File: config.mk
export PLATFORM = sky130hd
export DESIGN_NAME = rf_spi_rx_packer
export DESIGN_NICKNAME = d
export VERILOG_FILES = /design/src/rtl/rf_spi_rx_packer.sv
export SDC_FILE = /design/constraint.sdc
export NUM_CORES = 1
export LEC_CHECK = 0
export ABC_AREA = 1
export CORE_MARGIN = 2
export CORE_UTILIZATION = 45
export DETAILED_ROUTE_END_ITERATION = 7
export SLEW_MARGIN = 25
export SYNTH_ARGS = -nofsm -noshare
export SYNTH_HDL_FRONTEND = slang
export SYNTH_SLANG_ARGS = --single-unit
File: constraint.sdc
create_clock -name clk_i -period 2.9 [get_ports clk_i]
set_input_delay 0.58 -clock clk_i [delete_from_list [all_inputs] [get_ports clk_i]]
set_output_delay 0.58 -clock clk_i [all_outputs]
set_load 0.05 [all_outputs]
File: src/rtl/rf_spi_rx_packer.sv
// SDO capture and word packer for the RF transceiver: skips a header, packs bits MSB/LSB-first
// into WORD_W-bit words and buffers them in a first-word fall-through FIFO.
module rf_spi_rx_packer #(
    parameter int unsigned WORD_W = 8,
    parameter int unsigned DEPTH  = 16,
    parameter int unsigned SKIP_W = 5
) (
    input  logic                       clk_i,
    input  logic                       rst_ni,
    input  logic                       cs_n_i,
    input  logic                       bit_strb_i,
    input  logic                       sdo_i,
    input  logic [SKIP_W-1:0]          skip_bits_i,
    input  logic                       msb_first_i,
    input  logic                       flush_partial_i,
    input  logic                       flush_i,
    input  logic                       ovf_clr_i,
    output logic [WORD_W-1:0]          rx_data_o,
    output logic                       rx_valid_o,
    input  logic                       rx_ready_i,
    output logic [$clog2(DEPTH+1)-1:0] count_o,
    output logic                       full_o,
    output logic                       empty_o,
    output logic                       overflow_o,
    output logic                       frame_done_o
);

    localparam int unsigned BitCntW = (WORD_W > 2) ? $clog2(WORD_W) : 1;
    localparam int unsigned PtrW    = $clog2(DEPTH);
    localparam int unsigned CountW  = $clog2(DEPTH + 1);

    localparam logic [BitCntW:0]   WordWL  = (BitCntW + 1)'(WORD_W);
    localparam logic [BitCntW-1:0] LastBit = BitCntW'(WORD_W - 1);

    typedef enum logic [1:0] {StIdle, StSkip, StShift} state_e;

    state_e              state_q, state_d;
    logic                cs_n_q;
    logic [SKIP_W-1:0]   skip_q, skip_d;
    logic                msb_q, msb_d;
    logic [BitCntW-1:0]  bit_cnt_q, bit_cnt_d;
    logic [WORD_W-1:0]   sh_q, sh_d;
    logic                frame_done_q, frame_done_d;

    logic                frame_start, frame_end, strb_ok;
    logic [WORD_W-1:0]   sh_next, partial_word;
    logic [BitCntW:0]    pad_amt;
    logic                push;
    logic [WORD_W-1:0]   push_data;

    assign frame_start = cs_n_q & ~cs_n_i;
    assign frame_end   = ~cs_n_q & cs_n_i;
    assign strb_ok     = bit_strb_i & ~cs_n_i;
    assign sh_next     = msb_q ? {sh_q[WORD_W-2:0], sdo_i} : {sdo_i, sh_q[WORD_W-1:1]};

    // Shifting the captured bits into place also zero-fills the missing positions.
    assign pad_amt      = WordWL - {1'b0, bit_cnt_q};
    assign partial_word = msb_q ? (sh_q << pad_amt) : (sh_q >> pad_amt);

    always_comb begin
        state_d      = state_q;
        skip_d       = skip_q;
        msb_d        = msb_q;
        bit_cnt_d    = bit_cnt_q;
        sh_d         = sh_q;
        frame_done_d = 1'b0;
        push         = 1'b0;
        push_data    = '0;
        case (state_q)
            StIdle: begin
                if (frame_start) begin
                    skip_d    = skip_bits_i;
                    msb_d     = msb_first_i;
                    bit_cnt_d = '0;
                    sh_d      = '0;
                    state_d   = (skip_bits_i != '0) ? StSkip : StShift;
                end
            end
            StSkip: begin
                if (frame_end) begin
                    frame_done_d = 1'b1;
                    state_d      = StIdle;
                end else if (strb_ok) begin
                    skip_d = skip_q - SKIP_W'(1);
                    if (skip_q == SKIP_W'(1)) state_d = StShift;
                end
            end
            StShift: begin
                if (frame_end) begin
                    frame_done_d = 1'b1;
                    state_d      = StIdle;
                    if ((bit_cnt_q != '0) && flush_partial_i) begin
                        push      = 1'b1;
                        push_data = partial_word;
                    end
                end else if (strb_ok) begin
                    sh_d = sh_next;
                    if (bit_cnt_q == LastBit) begin
                        push      = 1'b1;
                        push_data = sh_next;
                        bit_cnt_d = '0;
                    end else begin
                        bit_cnt_d = bit_cnt_q + BitCntW'(1);
                    end
                end
            end
            default: state_d = StIdle;
        endcase
        if (flush_i) begin
            state_d      = StIdle;
            frame_done_d = 1'b0;
            push         = 1'b0;
        end
    end

    always_ff @(posedge clk_i or negedge rst_ni) begin
        if (!rst_ni) begin
            state_q      <= StIdle;
            cs_n_q       <= 1'b1;
            skip_q       <= '0;
            msb_q        <= 1'b0;
            bit_cnt_q    <= '0;
            sh_q         <= '0;
            frame_done_q <= 1'b0;
        end else begin
            state_q      <= state_d;
            cs_n_q       <= cs_n_i;
            skip_q       <= skip_d;
            msb_q        <= msb_d;
            bit_cnt_q    <= bit_cnt_d;
            sh_q         <= sh_d;
            frame_done_q <= frame_done_d;
        end
    end

    // FIFO
    logic [WORD_W-1:0] mem_q [DEPTH];
    logic [PtrW-1:0]   wr_ptr_q, wr_ptr_d, rd_ptr_q, rd_ptr_d;
    logic [CountW-1:0] count_q, count_d;
    logic              overflow_q, overflow_d;
    logic              pop, wr_en, drop;

    assign empty_o    = (count_q == '0);
    assign full_o     = (count_q == CountW'(DEPTH));
    assign rx_valid_o = ~empty_o;
    assign rx_data_o  = empty_o ? '0 : mem_q[rd_ptr_q];
    assign count_o    = count_q;
    assign overflow_o = overflow_q;
    assign frame_done_o = frame_done_q;

    assign pop   = rx_valid_o & rx_ready_i;
    assign wr_en = push & (~full_o | pop);
    assign drop  = push & full_o & ~pop;

    always_comb begin
        wr_ptr_d   = wr_ptr_q;
        rd_ptr_d   = rd_ptr_q;
        count_d    = count_q;
        overflow_d = overflow_q;
        if (flush_i) begin
            wr_ptr_d   = '0;
            rd_ptr_d   = '0;
            count_d    = '0;
            overflow_d = 1'b0;
        end else begin
            if (wr_en) wr_ptr_d = wr_ptr_q + PtrW'(1);
            if (pop)   rd_ptr_d = rd_ptr_q + PtrW'(1);
            count_d = count_q + CountW'(wr_en) - CountW'(pop);
            // A new drop outranks a simultaneous clear.
            if (drop)           overflow_d = 1'b1;
            else if (ovf_clr_i) overflow_d = 1'b0;
        end
    end

    always_ff @(posedge clk_i or negedge rst_ni) begin
        if (!rst_ni) begin
            wr_ptr_q   <= '0;
            rd_ptr_q   <= '0;
            count_q    <= '0;
            overflow_q <= 1'b0;
        end else begin
            wr_ptr_q   <= wr_ptr_d;
            rd_ptr_q   <= rd_ptr_d;
            count_q    <= count_d;
            overflow_q <= overflow_d;
        end
    end

    always_ff @(posedge clk_i) begin
        if (wr_en) mem_q[wr_ptr_q] <= push_data;
    end

endmodule

## Word-level counts from Yosys, hierarchy flattened

Memories as Yosys holds them, arrays and structs flattened.
Index checks and enable logic that the tools add are counted.

| word-level totals | value |
|---|---|
| flip-flop bits (word level) | 35 |
| bits in latches | 0 |
| bits in writable memories | 128 |
| ROM bits | 0 |
| logic and storage cells | 111 |
| memories | 1 |

Memory list:

| name | depth | bits a word | rd ports | clocked after memory_dff | wr ports | RTL line | RTL |
|---|---|---|---|---|---|---|---|
| mem_q | 16 | 8 | 1 | 0 | 1 | 137 | `logic [WORD_W-1:0] mem_q [DEPTH];` |

| operators by class | value |
|---|---|
| add/subtract/negate cells | 7 |
| multipliers | 0 |
| divide/modulo/power cells | 0 |
| order comparisons | 0 |
| equal/unequal tests | 14 |
| shift-type cells | 2 |
| mux-type cells | 48 |
| bitwise operators | 13 |
| reduce and logical (&&, ||, !) cells | 15 |

Operator list:

| cell | number |
|---|---|
| 2-to-1 mux 8 bit | 11 |
| 2-to-1 mux 5 bit | 4 |
| 2-to-1 mux 4 bit | 4 |
| one-hot mux 8 bit (2 select lines) | 1 |
| 2-to-1 mux 1 bit | 14 |
| 2-to-1 mux 2 bit | 7 |
| 2-to-1 mux 3 bit | 4 |
| AND reduction 4 bit | 3 |
| != test 2 bit (second input constant) | 5 |
| one-hot mux 5 bit (2 select lines) | 1 |
| adder 4 x 1 -> 4 bit (second input constant) | 2 |
| != test 4 bit (second input constant) | 2 |
| nonzero test 2 bit | 4 |
| << shifter 8 x 4 -> 8 bit | 1 |
| >> shifter 8 x 4 -> 8 bit | 1 |
| AND 1 bit | 7 |
| != test 3 bit (second input constant) | 2 |
| one-hot mux 2 bit (3 select lines) | 1 |
| one-hot mux 3 bit (2 select lines) | 1 |
| nonzero test 3 bit | 2 |
| adder 5 x 1 -> 5 bit | 1 |
| == test 5 x 1 -> 1 bit (second input constant) | 1 |
| == test 5 bit (second input constant) | 1 |
| zero test 5 bit | 1 |
| other kinds (14) | 18 |

## Longest topological paths before layout

| logic depth | value |
|---|---|
| depth after elaboration | 10 |
| gate-level depth with buffers | 18 |
| mapped depth without buffers | 17 |

## Worst setup path after synthesis

No wires, ideal clock.

| timing | value |
|---|---|
| path type | flip-flop to output port |
| start | register count_q[2] (netlist: count_o[2]) |
| end | output rx_data_o[0] |
| arrival time | 3.000 ns |
| setup slack | -0.680 ns |
| stages on the path, launching flop included | 6 |
| path buffers | 0 |
| cell sequence | dfrtp_1 > inv_1 > ha_1 > nand4_1 > clkinv_1 > a21oi_1 |

| between the ends | value |
|---|---|
| word-level cells in the longest chain between the ends | 2 |

RTL lines:

| what | RTL line | RTL |
|---|---|---|
| start: declaration | 139 | `logic [CountW-1:0] count_q, count_d;` |
| start signal: assignment | 184 | `count_q <= count_d;` |
| zero test 5 bit | 143 | `assign empty_o = (count_q == '0);` |
| net empty_o | 23 | `output logic empty_o,` |
| 2-to-1 mux 8 bit | 146 | `assign rx_data_o = empty_o ? '0 : mem_q[rd_ptr_q];` |
| end: declaration | 18 | `output logic [WORD_W-1:0] rx_data_o,` |

The timed path passes the listed nets, and every way through them passes these cells.

## Final worst setup path

| timing | value |
|---|---|
| start | register count_q[2] (netlist: count_o[2]) |
| end | output full_o |

| between the ends | value |
|---|---|
| word-level cells in the longest chain between the ends | 1 |

RTL lines:

| what | RTL line | RTL |
|---|---|---|
| == test 5 bit | 144 | `assign full_o = (count_q == CountW'(DEPTH));` |
| end: declaration | 22 | `output logic full_o,` |

Every way passes these cells.

==> metrics.csv <==
metric,value,unit
pin_count,33,
ctsHtreeMaxLevel,4,
viasPerCell,5.332,
min_period,2798,ps
netSwitchingFraction,0.4016,
synth_cell_type_count,32,
clock-root-buffer,clkbuf_16,
gp_congestion,0.8569,
final_cells,1145,
power_frac_comb,0.388,
max_freq,0.3574,GHz
clkSinkCount,163,
synth.yosys.seq_area_share,0.5946,
synthTopCellsByArea,"edfxtp_1 (48%), nand2_1 (13%), dfrtp_1 (11%), nand3_1 (10%), ha_1 (3.0%)",
final_util,0.5388,
pwr-share-clk,0.269,
async_flop_share,0.2147,
ctsResizeCount,0,
dr.pass1.iters,5,
std_cell_rows,48,
die_y,136.8,µm
core,0.01730,mm²
maxSlewViolCount,0,
synthFlopType,edfxtp_1,
synth_area_per_cell,9.329,µm²
syn-num-nets,886,
cts_tree,built,
fin_skew,5.618,ps
worstPathRequired,2320,ps
area_growth,17.38,%
hold_viol,0,
synthCells,851,
overflow,0,
worst_pin_slew,841.2,ps
diodes,0,
end_kind,output pin,
seq_power_share,0.342,
fp.dieW,136.8,µm
routedWlPerCell,16.93,µm
synth_enable_flop_cells,128,
grt_pass1_vias,6121,
hold_class,in2async,
cap_violations,0,
antenna_found_initial,0,
drt_wl_total,19390,µm
drive_above_1_share,0.1326,
grt_usage,0.2203,
clkLatencyLatePin,420,ps
syn_area,0.007939,mm²
p_sw,0.003215,W
grt_pass1_wl,31150,µm
initialDrtViolationCount,388,
worstPathArrival,2220,ps
ir_drop,0.6306,mV
yosysTopAreaCell,edfxtp_1,
setup-violations-final,0,
p_leak,3.794,nW
path_clk_slew,60,ps
numPortBuffers,32,
numCtsBuffers,17,
yosysTopAreaCellShare,0.4842,
dp_hpwl,13000,µm
initial_core_util,0.4590,
place_inst,1112,
yosys_warnings,0,
cts_buffer_depth,2,
drcViolationCount,0,
criticalPathCategory,reg2out,
vias,6105,
fin_crit_sh,0.9648,
grt_max_degree,39,
ant_nets,0,
rsz0062_at_grt,no,
p_per_area,859.1,mW/mm²
worstSetupStartpointType,register,
p_int,0.004791,W
status,completed,
die_area,0.01872,mm²
yosys_register_bits,163,
final_net_count,942,
cp_max_fo,3,
maxSlewHeadroom,0.4392,
[placed cells by master, fill, tap and decap left out, types with 3 or more instances in the layout]
master and n:
nand2_1 281, nand3_1 158, edfxtp_1 128, buf_4 53, inv_1 43, o21ai_0 31
dfrtp_1 30, nor2_1 26, clkdlybuf4s50_1 22, a21oi_1 20, ha_1 17, clkbuf_16 17
nor3_1 14, inv_2 8, a21oi_2 6, nand4_1 5, clkinv_1 5, o22ai_1 5
xor2_1 4, clkinvlp_4 4, dfrtp_2 4, nor2_2 3, a21oi_4 3, inv_6 3
[per-layer routing]
layer | track usage | part of all wire
met5 | 0 | 0
met4 | 0.08018 | 0.020
met3 | 0.04148 | 0.042
met2 | 0.3653 | 0.48
met1 | 0.2895 | 0.45
[worst max-delay path, cell delays in order (launching register included)]
cell and delay, ps:
dfrtp_2 420, inv_2 90, ha_4 140, nand3_1 90, nor2_2 210, clkdlybuf4s50_1 850
[cells by family after synthesis]
logic type                 count (synthesis)  synth area share
DFF                                      163            0.5946
and+or+nand+nor                          496            0.2700
xor gates and xnor gates                   6          0.006619
adders and majority gates                 20           0.03247
AOI/OAI and AO/OA                         71           0.04697
buffers and inverters                     95           0.04933
[per-stage QoR]
stage | total power, W | instance area [µm²] | hold slack, ps | TNS [ps] | worst slack (ps)
finish | 0.008006 | 9319 | 259.3 | 0 | 101.9
global placement | 0.005834 | 8752 | 563.0 | 0 | 38.15
detailed placement | 0.005896 | 8752 | 567.1 | -25.49 | -25.49
global route | 0.008484 | 9319 | 301.2 | 0 | 13.03
floorplan | 0.005052 | 8035 | 284.4 | -330.4 | -65.22
CTS | 0.008063 | 9311 | 265.9 | 0 | 87.47
[sequential cells by signal, summed over array words and instances, names as in the netlist]
signal and flops:
bit_cnt_q 3, count_o 5, cs_n_q 1, frame_done_o 1, mem_q 128, msb_q 1, overflow_o 1, rd_ptr_q 4
sh_q 8, skip_q 5, state_q 2, wr_ptr_q 4
[synthesized netlist by cell type, types with 13 or more instances]
cell type and count:
a21oi_1 29, o21ai_0 31, clkbuf_1 13, nor2_1 27
edfxtp_1 128, ha_1 19, buf_2 22, dfrtp_1 34
nand3_1 159, nor3_1 14, inv_1 47, nand2_1 283
[timing repair]
| item | in CTS | in global routing |
|---|---|---|
| endpoints found under the setup margin | 0 | 1 |
| hold buffers | 0 | 0 |
| setup buffers | 0 | 1 |
[path summary, 6_finish.rpt]
path / startpoint / to / slack, ps / depth (start not counted)
setup / recovery: count_o[2] / full_o / 100 / 5
hold / removal: rst_ni / skip_q[0] / 260 / 1
setup reg to reg: bit_cnt_q[0] / count_o[4] / 260 / 16
hold reg to reg: overflow_o / overflow_o / 570 / 2
max in group asynchronous: rst_ni / rd_ptr_q[0] / 2070 / 1
min in group clk_i: overflow_o / overflow_o / 570 / 2
[power by group through the flow]
stage          sequential [W]  combinational [W]  clock (W)
2_1_floorplan         0.00286            0.00219          0
3_3_place_gp          0.00278            0.00305          0
3_5_place_dp          0.00279            0.00311          0
4_1_cts               0.00274            0.00313    0.00219
5_1_grt               0.00275            0.00344    0.00229
6_report              0.00274            0.00311    0.00216
[area by class of cell]
cell class              instances  area (µm²)
fillers                      1577        7978
multi-input cells             593        2918
flip-flops and latches        163        4726
repair buffers                 76       623.1
clock inverters                13       126.4
inverters                      56       211.5
well taps                     225       281.5
clock buffers                  19       432.9
Power figures use the tool's default switching activity.
